===== config.mk =====
export PLATFORM = sky130hd
export DESIGN_NAME = ps2_key_event_ctrl
export DESIGN_NICKNAME = d
export VERILOG_FILES = /design/src/rtl/ps2_key_event_ctrl.sv
export SDC_FILE = /design/constraint.sdc
export NUM_CORES = 1
export LEC_CHECK = 0
export CELL_PAD_IN_SITES_DETAIL_PLACEMENT = 0
export CELL_PAD_IN_SITES_GLOBAL_PLACEMENT = 1
export CORE_MARGIN = 3
export CORE_UTILIZATION = 42
export CTS_BUF_LIST = sky130_fd_sc_hd__clkbuf_8 sky130_fd_sc_hd__clkbuf_16
export DETAILED_ROUTE_END_ITERATION = 8
export PLACE_DENSITY_LB_ADDON = 0.1
export SLEW_MARGIN = 20
export SYNTH_ARGS = -nofsm -noshare
export SYNTH_HDL_FRONTEND = slang
export SYNTH_SLANG_ARGS = --single-unit

===== constraint.sdc =====
create_clock -name clk -period 2.05 [get_ports clk]
set_input_delay 0.5125 -clock clk [delete_from_list [all_inputs] [get_ports clk]]
set_output_delay 0.5125 -clock clk [all_outputs]
set_load 0.05 [all_outputs]

===== src/rtl/ps2_key_event_ctrl.sv =====
// ps2_key_event_ctrl
// Sits between the PS/2 frame receiver and the key consumers. It takes
// validated set-2 scan-code bytes, resolves the E0 (extended) and F0 (break)
// prefixes, suppresses typematic repeats of the held key, counts distinct
// presses and queues decoded key events in a small FIFO.
//
// Ports
//   clk        system clock, everything on posedge
//   resetn     asynchronous active-low reset
//   rx_valid   one-cycle strobe: rx_data holds a parity-checked byte
//   rx_data    received scan-code byte
//   evt_valid  FIFO non-empty
//   evt_ready  consumer takes the head event when evt_valid && evt_ready
//   evt_code   head event scan code (prefix bytes stripped)
//   evt_ext    head event was E0-prefixed
//   evt_brk    head event is a key release
//   evt_rpt    head event is a typematic repeat (only when EMIT_REPEAT=1)
//   held_valid a key is currently held
//   held_code  {ext,code} of the held key
//   press_cnt  count of distinct new presses, wraps
//   err_pulse  one-cycle pulse on a protocol error or prefix timeout
//   overflow   sticky: an event was dropped because the FIFO was full
//   ovf_clr    clears overflow; beats a same-cycle set
//   dbg_state  current decoder state (0 idle, 1 E0, 2 F0, 3 E0 F0)
//
// Event handshake: an event leaves the FIFO on every rising edge where
// evt_valid && evt_ready; the head outputs hold steady while evt_valid is
// high and evt_ready is low, and are meaningless while evt_valid is low.
module ps2_key_event_ctrl #(
    parameter int FIFO_DEPTH  = 4,
    parameter int CNT_W       = 8,
    parameter int TIMEOUT_CYC = 50000,
    parameter int EMIT_REPEAT = 0
) (
    input  logic             clk,
    input  logic             resetn,
    input  logic             rx_valid,
    input  logic [7:0]       rx_data,
    output logic             evt_valid,
    input  logic             evt_ready,
    output logic [7:0]       evt_code,
    output logic             evt_ext,
    output logic             evt_brk,
    output logic             evt_rpt,
    output logic             held_valid,
    output logic [8:0]       held_code,
    output logic [CNT_W-1:0] press_cnt,
    output logic             err_pulse,
    output logic             overflow,
    input  logic             ovf_clr,
    output logic [1:0]       dbg_state
);

    typedef enum logic [1:0] {
        S_IDLE = 2'd0,
        S_E0   = 2'd1,
        S_F0   = 2'd2,
        S_E0F0 = 2'd3
    } state_t;

    localparam int AW   = $clog2(FIFO_DEPTH);
    localparam int CW   = AW + 1;
    localparam int TO_W = $clog2(TIMEOUT_CYC + 1);
    localparam logic [TO_W-1:0] TO_LAST = TO_W'(TIMEOUT_CYC - 1);
    localparam logic [CW-1:0]   FULL_CNT = CW'(FIFO_DEPTH);

    state_t state_q, next_state;
    logic [TO_W-1:0] to_cnt_q;

    logic        err_now;
    logic        dec_valid;
    logic        dec_ext;
    logic        dec_brk;
    logic        bad_byte;
    logic [8:0]  dec_id;
    logic        is_repeat;
    logic        is_new_make;
    logic        push;
    logic [10:0] push_data;

    logic [10:0]   mem [FIFO_DEPTH];
    logic [AW-1:0] wr_ptr, rd_ptr;
    logic [CW-1:0] count_q;
    logic          fifo_full;
    logic          pop;
    logic          push_ok;

    // ------------------------------------------------------------------
    // Prefix decoder: next state and decoded event
    // ------------------------------------------------------------------
    always_comb begin
        next_state = state_q;
        err_now    = 1'b0;
        dec_valid  = 1'b0;
        dec_ext    = 1'b0;
        dec_brk    = 1'b0;
        bad_byte   = (rx_data == 8'h00) || (rx_data == 8'hFF);
        if (rx_valid) begin
            case (state_q)
                S_IDLE: begin
                    if (rx_data == 8'hE0)      next_state = S_E0;
                    else if (rx_data == 8'hF0) next_state = S_F0;
                    else if (bad_byte)         err_now    = 1'b1;
                    else                       dec_valid  = 1'b1;
                end
                S_E0: begin
                    if (rx_data == 8'hF0) begin
                        next_state = S_E0F0;
                    end else if (rx_data == 8'hE0) begin
                        // a duplicated E0 is tolerated
                        next_state = S_E0;
                    end else if (bad_byte) begin
                        err_now    = 1'b1;
                        next_state = S_IDLE;
                    end else begin
                        dec_valid  = 1'b1;
                        dec_ext    = 1'b1;
                        next_state = S_IDLE;
                    end
                end
                S_F0, S_E0F0: begin
                    next_state = S_IDLE;
                    if (bad_byte || rx_data == 8'hE0 || rx_data == 8'hF0) begin
                        err_now = 1'b1;
                    end else begin
                        dec_valid = 1'b1;
                        dec_brk   = 1'b1;
                        dec_ext   = (state_q == S_E0F0);
                    end
                end
                default: next_state = S_IDLE;
            endcase
        end else if (state_q != S_IDLE && to_cnt_q == TO_LAST) begin
            // prefix waited too long for its follow-up byte
            err_now    = 1'b1;
            next_state = S_IDLE;
        end
    end

    // ------------------------------------------------------------------
    // Event classification
    // ------------------------------------------------------------------
    always_comb begin
        dec_id      = {dec_ext, rx_data};
        is_repeat   = dec_valid && !dec_brk && held_valid && (dec_id == held_code);
        is_new_make = dec_valid && !dec_brk && !is_repeat;
        push        = is_new_make || (dec_valid && dec_brk) ||
                      (is_repeat && (EMIT_REPEAT != 0));
        push_data   = {rx_data, dec_ext, dec_brk, is_repeat};
    end

    always_ff @(posedge clk or negedge resetn) begin
        if (!resetn) begin
            state_q   <= S_IDLE;
            to_cnt_q  <= '0;
            err_pulse <= 1'b0;
        end else begin
            state_q   <= next_state;
            err_pulse <= err_now;
            if (rx_valid || state_q == S_IDLE || err_now) to_cnt_q <= '0;
            else                                          to_cnt_q <= to_cnt_q + TO_W'(1);
        end
    end

    // ------------------------------------------------------------------
    // Held key and press counter
    // ------------------------------------------------------------------
    always_ff @(posedge clk or negedge resetn) begin
        if (!resetn) begin
            held_valid <= 1'b0;
            held_code  <= '0;
            press_cnt  <= '0;
        end else begin
            if (is_new_make) begin
                held_valid <= 1'b1;
                held_code  <= dec_id;
                press_cnt  <= press_cnt + CNT_W'(1);
            end else if (dec_valid && dec_brk && dec_id == held_code) begin
                held_valid <= 1'b0;
            end
        end
    end

    // ------------------------------------------------------------------
    // Event FIFO. A pop on an empty FIFO is ignored, so a same-cycle push
    // never bypasses; a pop on a full FIFO frees the slot for the push.
    // ------------------------------------------------------------------
    assign fifo_full = (count_q == FULL_CNT);
    assign pop       = evt_ready && (count_q != '0);
    assign push_ok   = push && (!fifo_full || pop);

    always_ff @(posedge clk) begin
        if (push_ok) mem[wr_ptr] <= push_data;
    end

    always_ff @(posedge clk or negedge resetn) begin
        if (!resetn) begin
            wr_ptr   <= '0;
            rd_ptr   <= '0;
            count_q  <= '0;
            overflow <= 1'b0;
        end else begin
            if (push_ok) wr_ptr <= wr_ptr + AW'(1);
            if (pop)     rd_ptr <= rd_ptr + AW'(1);
            case ({push_ok, pop})
                2'b10:   count_q <= count_q + CW'(1);
                2'b01:   count_q <= count_q - CW'(1);
                default: count_q <= count_q;
            endcase
            if (ovf_clr)                         overflow <= 1'b0;
            else if (push && fifo_full && !pop)  overflow <= 1'b1;
        end
    end

    assign evt_valid = (count_q != '0);
    assign evt_code  = mem[rd_ptr][10:3];
    assign evt_ext   = mem[rd_ptr][2];
    assign evt_brk   = mem[rd_ptr][1];
    assign evt_rpt   = mem[rd_ptr][0];
    assign dbg_state = state_q;

endmodule


Word level (Yosys, flattened, before mapping)
Memory sizes are Yosys's and may differ from the RTL's.
Cells that the tools add are included.
{"block": "classes", "n_eq_ne": 12, "mux": 37, "add_sub_neg": 6, "reduce_logical": 32}
{"operator": "$mux W1", "count": 26}
{"operator": "$eq A8 B8 Y1 const B", "count": 3}
{"operator": "$add A16 B1 Y16 const B", "count": 1}
{"operator": "$eq A16 B16 Y1 const B", "count": 1}
{"operator": "$mux W16", "count": 1}
{"operator": "$logic_and A1 B1 Y1", "count": 11}
{"operator": "$mux W2", "count": 5}
{"operator": "$reduce_bool A2 Y1", "count": 5}
{"operator": "$eq A9 B9 Y1", "count": 1}
{"operator": "$add A8 B1 Y8 const B", "count": 1}
{"operator": "$logic_not A8 Y1", "count": 1}
{"operator": "$logic_or A1 B1 Y1", "count": 7}
{"operator": "$eq A2 B2 Y1 const B", "count": 3}
{"operator": "$pmux W1 S3", "count": 2}
{"operator": "$pmux W2 S3", "count": 1}
{"operator": "$pmux W3 S2", "count": 1}
{"operator": "$add A2 B1 Y2 const B", "count": 2}
{"operator": "$eq A2 B1 Y1 const B", "count": 2}
{"operator": "$logic_not A1 Y1", "count": 4}
{"operator": "$ne A4 B4 Y1 const B", "count": 1}
{"operator": "$add A3 B1 Y3 const B", "count": 1}
{"operator": "$eq A3 B3 Y1 const B", "count": 1}
{"operator": "$reduce_bool A3 Y1", "count": 1}
{"operator": "$sub A3 B1 Y3 const B", "count": 1}
{"operator": "other kinds (4)", "count": 4}
{"block": "totals", "mem_count": 1, "wordCells": 98, "out_inout_bits": 34, "regBits": 45, "inputBits": 13, "ram_bits": 44}
{"memory": "mem", "depth": 4, "word_bits": 11, "read_ports": 1, "rd_ports_with_merged_regs": 0, "wr": 1, "line_no": "81", "text": "logic [10:0] mem [FIFO_DEPTH];"}

Logic depth before layout (Yosys ltp)
{"block": "depth", "depth_word": 18, "ltp_mapped": 8, "depth_no_buf": 8}

Worst setup path after synthesis
OpenSTA, ideal clock, no wires.
{"block": "synth_path", "path_type": "input -> register", "startpoint": "in rx_data[0]", "endpoint": "reg count_q[1]", "t_required_ps": 1925, "arrival_time_ps": 2289, "setup_ps": 125, "path_buffers": 0, "cell_stages": 6, "slack_ps": -365, "path_cell_list": "or4_4 o21ai_2 a32oi_1 a21oi_1 fa_1 mux2_4"}
{"block": "synth_via", "elab_chain_cells": 17, "word_cells_on_any_way": 34, "classes_between": "eq/ne: 6; mux: 14; reduce/logical: 14"}
{"item": "from (decl)", "line_no": "38", "text": "input logic [7:0] rx_data,"}
{"item": "branches (longest 13 deep; another with $eq A9 B9 Y1)"}
{"item": "$logic_or A1 B1 Y1 (*)", "line_no": "147", "text": "push = is_new_make || (dec_valid && dec_brk) ||"}
{"item": "$logic_and A1 B1 Y1 (*)", "line_no": "190", "text": "assign push_ok = push && (!fifo_full || pop);"}
{"item": "$eq A2 B1 Y1 / $eq A2 B2 Y1 (equally long branches)", "line_no": "205", "text": "case ({push_ok, pop})"}
{"item": "$pmux W3 S2 / $reduce_bool A2 Y1 (equally long branches)"}
{"item": "to (signal assigned)", "line_no": "206", "text": "2'b10: count_q <= count_q + CW'(1);"}
{"item": "to (signal assigned)", "line_no": "207", "text": "2'b01: count_q <= count_q - CW'(1);"}
{"item": "to (signal assigned)", "line_no": "208", "text": "default: count_q <= count_q;"}
{"item": "to (decl)", "line_no": "83", "text": "logic [CW-1:0] count_q;"}
Mark *: on every way between the ends.
A chain may end at the register's enable or synchronous reset.

Worst setup path after layout
{"block": "layout_path", "startpoint": "reg state_q[0] (netlist: dbg_state[0])", "endpoint": "reg count_q[1]"}
{"block": "layout_via", "elab_chain_cells": 14, "word_cells_on_any_way": 26, "classes_between": "eq/ne: 6; mux: 8; reduce/logical: 12"}
{"item": "from (decl)", "line_no": "67", "text": "state_t state_q, next_state;"}
{"item": "from (signal assigned)", "line_no": "158", "text": "state_q <= next_state;"}
{"item": "branches (longest 10 deep; another with $eq A9 B9 Y1)"}
{"item": "$logic_or A1 B1 Y1 (*)", "line_no": "147"}
{"item": "$logic_and A1 B1 Y1 (*)", "line_no": "190"}
{"item": "$eq A2 B1 Y1 / $eq A2 B2 Y1 (equally long branches)", "line_no": "205"}
{"item": "$pmux W3 S2 / $reduce_bool A2 Y1 (equally long branches)"}
Marks and branches as above.

==> flow_results.org <==
** Clock tree
- After clock tree synthesis, the clock-pin slew on the worst setup and hold paths is 0.09 ns.
- The longest clock path from root to sink contains 2 buffers.
- H-tree depth :: 3
- CTS Root Buffer Type :: sky130_fd_sc_hd__clkbuf_8
- Worst-skew pair later-pin latency :: ~0.36 ns
- TritonCTS built the clock tree.
- CTS saw 89 sinks.
- Number of clock buffers inserted by TritonCTS :: 9
- Post-cts hold buffer count :: 0

** Placed design
- The congestion estimate from routability-driven global placement came to around 0.8.
- Detailed Place HPWL :: a little under 6000 um
- Total placed cells including tap cells :: 496
- In this run the tool buffered the top-level ports with 46 buffer cells.

** Cells and area
- Nets@finish :: 415
- Fillcell total :: 713
- Multi-input logic area :: between 1500 and 2000 um2
- Flip-flop and latch area :: 2460 um2
- Ant. Diodes :: 0
- Cells with a size suffix above 1 make up 47.3% of the layout.
- Compared with the post-synthesis result, the final layout area differs by 37.6%.
- Fin cells :: between 500 and 600

** Setup path
- CP Class :: flip-flop to flip-flop
- At the worst endpoint, the required time is about 2.3 ns.
- The largest single stage delay on the critical path is 0.45 ns.
- Kind of end point of the critical path :: flip-flop
- The largest individual stage delay along the critical path comes from the cell sky130_fd_sc_hd__fa_2.
- Together, buffers and inverters on the worst path number 0.
- Among cell families on the critical path, the largest total delay comes from simple AND/OR/NAND/NOR gates.
- STA puts the critical path data arrival time at ~2.4 ns.
- Launching element type of the critical path :: flip-flop
- Traced cell by cell, the critical path runs through and3b_2 -> nor4b_4 -> a32oi_4 -> a21oi_4 -> fa_2 -> mux2_4.
- Max FO, Critical Path :: 4

** Timing
- Min cycle time layout :: around 2.2 ns
- Unrepaired setup endpoints after global routing :: yes
- Final setup violation count :: ~70
- On the final layout, the worst clock skew is about 0.011 ns.
- Worst slew pin tran :: slightly below 0.5 ns
- Worst hold slack :: about 0.093 ns
- The final count of pins violating max slew is 0.
- Highest clock frequency the design can meet :: ~460 MHz
- The worst path uses 106% of the clock period.
- The worst pin sits at a relative slew slack of 66.9%.
- Once routing completed, OpenROAD measured the worst setup slack at -0.115 ns.
- The final hold violation count was 0.

** Logic synthesis
- Library cells used by synthesis :: between 50 and 60
- The synthesized netlist occupies a cell area of 4000 um2.
- Average cell area after synthesis :: 14.2 um2
- Yosys mapped a number of flops with a built-in enable equal to 44.
- Sequential area share after synthesis :: around three fifths
- Of the post-synthesis cell area, the part taken by muxes is between 10 and 15%.
- Net count after synthesis :: approximately 300
- Cell count after synthesis :: roughly 280
- Summing the areas of all xor and xnor instances in the mapped netlist gives 7.44% of the synthesized area.
- Adder-cell share of the synthesized area :: under 10%
- After synthesis, the share of flip-flops with an asynchronous set or reset is between 50% and 60%.
- Register bit count reported by yosys :: 89
- Dominant synthesized flop cell :: sky130_fd_sc_hd__dfrtp_1
- Main combinational cell family by area after synthesis :: simple AND/OR/NAND/NOR gates
- Summing the areas of all compound-gate instances in the mapped netlist gives between 3 and 4% of the synthesized area.
- For this run, the number of Yosys warnings is 0.
- The synthesized netlist devotes 13.3% of its cell area to simple gates.

** Floorplanning
- For this configuration, the core starts out at a cell density of 44.6%.
- Placeable Area :: 8980 um2
- Width of the chip :: between 100 and 150 um
- Die Y :: 104 um
- Number of primary I/O pins :: 47
- DIE AREA :: 10700 um2
- Cell row count :: 34

** Detailed routing
- The first detailed-routing pass took 4 iterations.
- Dividing the detail-routed wire length by the instance count gives roughly 16 um.
- After detailed routing, the number of vias per cell comes to around 5.
- Initial DRC count :: 62
- Antenna viol nets, final :: 0
- Number of DRC violations after detailed routing :: 0
- Total number of vias :: ~2600
- Total Wirelength :: approximately 8500 um

** Global route
- In the global route stage, overall resource usage came out at 16.7%.
- The first global-routing pass estimated between 10000 and 15000 um of wire.
- The initial antenna violation count is 0.
- Entering global routing, the biggest net connects 29 pins.
- The number of global-route vias before repair is about 2800.
- Global-route congestion overflow total :: 0

** Power and ir drop
- Summed over all cells, the static leakage comes to approximately 2.3 nW.
- Pwr/cell area :: ~1200 nW/um2
- Worst ir drop on vdd :: ~0.77 mV

** Min path
- The tightest min-delay check is of the input pin to async pin type.

** Flow run
- The tool flagged a number of max-cap violations equal to 0.

** Outcome
- The final reports fail on negative setup slack.
- The flow ran to the end, but the final reports show violations.
cell type report:
type                    count  area share [%]
inverters                   9           0.614
multi-input cells         180            31.3
flip-flops and latches     89            44.6
repair buffers            106            16.8
clock inverters             6            1.32
well taps                 126            2.86
clock buffers              10            2.50
power breakdown:
part | switching, W | total (W) | internal [W]
clock | 0.000639 | 0.00125 | 0.000609
sequential | 0.000175 | 0.00239 | 0.00222
combinational | 0.00158 | 0.00277 | 0.00119
total | 0.00240 | 0.00642 | 0.00402
worst reg2reg max path, stage by stage (launching register included):
cell and delay (ns):
sky130_fd_sc_hd__dfrtp_2 0.43, sky130_fd_sc_hd__and3b_2 0.22, sky130_fd_sc_hd__nor4b_4 0.35, sky130_fd_sc_hd__a32oi_4 0.18, sky130_fd_sc_hd__a21oi_4 0.18, sky130_fd_sc_hd__fa_2 0.45
sky130_fd_sc_hd__mux2_4 0.26
what timing repair did:
item	CTS	global route
gates resized for setup	73	26
gates cloned	5	0
pin swaps	18	20
setup buffers	8	4
endpoints found under the setup margin	95	84
endpoints found under the hold margin	0	0
sequential cells by signal, summed over array words and instances (netlist names), 2 cells and up:
signal	cells
dbg_state	2
wr_ptr	2
held_code	9
rd_ptr	2
count_q	3
mem	44
to_cnt_q	16
press_cnt	8
worst paths after layout:
check	startpoint	endpoint	slack, ns	cells past startpoint
min	resetn	to_cnt_q[3]	0.09	1
min in group clk	rx_data[0]	mem[0][3]	0.35	1
max reg2reg	dbg_state[0]	count_q[1]	-0.11	6
max in group asynchronous	resetn	dbg_state[1]	1.43	2
max	dbg_state[0]	count_q[1]	-0.11	6
min reg2reg	to_cnt_q[0]	to_cnt_q[0]	0.46	1
cells in the mapped netlist (3+ instances only):
cell                       number  area, um2
sky130_fd_sc_hd__a21oi_1        3       15.0
sky130_fd_sc_hd__and2_1         5       31.3
sky130_fd_sc_hd__and3_1         8       50.1
sky130_fd_sc_hd__dfrtp_1       45       1130
sky130_fd_sc_hd__edfxtp_1      44       1320
sky130_fd_sc_hd__ha_1           6       75.1
sky130_fd_sc_hd__inv_1          9       33.8
sky130_fd_sc_hd__mux2_4         9        135
sky130_fd_sc_hd__mux4_2        11        248
sky130_fd_sc_hd__nand2_1       12       45.0
sky130_fd_sc_hd__nand3_1       10       50.1
sky130_fd_sc_hd__nand4_1        5       31.3
sky130_fd_sc_hd__nor2_1        27        101
sky130_fd_sc_hd__nor4_1         5       31.3
sky130_fd_sc_hd__xnor2_1       18        158
sky130_fd_sc_hd__xor2_1        16        140
cells in the final DEF (no fill, tap or decap), types with 3 or more instances in the layout:
| cell | netlist | layout |
|---|---|---|
| sky130_fd_sc_hd__and2_4 | 0 | 10 |
| sky130_fd_sc_hd__and3_1 | 8 | 6 |
| sky130_fd_sc_hd__buf_12 | 0 | 4 |
| sky130_fd_sc_hd__buf_2 | 1 | 4 |
| sky130_fd_sc_hd__buf_4 | 0 | 76 |
| sky130_fd_sc_hd__buf_6 | 2 | 16 |
| sky130_fd_sc_hd__clkbuf_8 | 0 | 10 |
| sky130_fd_sc_hd__clkdlybuf4s50_1 | 0 | 3 |
| sky130_fd_sc_hd__dfrtp_1 | 45 | 37 |
| sky130_fd_sc_hd__dfrtp_2 | 0 | 8 |
| sky130_fd_sc_hd__edfxtp_1 | 44 | 44 |
| sky130_fd_sc_hd__ha_1 | 6 | 6 |
| sky130_fd_sc_hd__inv_1 | 9 | 9 |
| sky130_fd_sc_hd__mux2_4 | 9 | 10 |
| sky130_fd_sc_hd__mux4_2 | 11 | 11 |
| sky130_fd_sc_hd__nand2_1 | 12 | 12 |
| sky130_fd_sc_hd__nand3_1 | 10 | 10 |
| sky130_fd_sc_hd__nand4_1 | 5 | 5 |
| sky130_fd_sc_hd__nor2_1 | 27 | 27 |
| sky130_fd_sc_hd__nor4_1 | 5 | 3 |
| sky130_fd_sc_hd__xnor2_1 | 18 | 17 |
| sky130_fd_sc_hd__xor2_1 | 16 | 12 |
| sky130_fd_sc_hd__xor2_2 | 0 | 4 |
routing by layer:
layer	track usage (%)	up-vias	wire, um
met4	4.18	0	65
met2	27.9	36	4260
li1	-	1266	-
met5	0	-	0
met3	4.91	7	288
met1	21.7	1306	3850
stage by stage:
step           utilization, %  power (W)  TNS (ns)  setup slack, ns  area (um2)
4_1_cts                  60.1    0.00644     -1.88           -0.145        5390
6_report                 61.3    0.00642     -2.76           -0.115        5510
5_1_grt                  61.3    0.00675     -7.51           -0.185        5510
3_5_place_dp             55.2    0.00493    -62.95           -0.947        4950
2_1_floorplan               -    0.00412     -3.95           -0.265        4060
3_3_place_gp             55.2    0.00489    -60.69           -0.893        4950
logic make-up (layout without fill, tap and decap cells):
| kind of cell | Yosys count | after routing |
|---|---|---|
| and+or+nand+nor | 94 | 98 |
| DFF | 89 | 89 |
| xor gates and xnor gates | 34 | 34 |
| muxes | 22 | 22 |
| AOI/OAI and AO/OA | 19 | 19 |
| buffers and inverters | 16 | 131 |
| adders and majority gates | 7 | 7 |
Power figures use the tool's default switching activity.
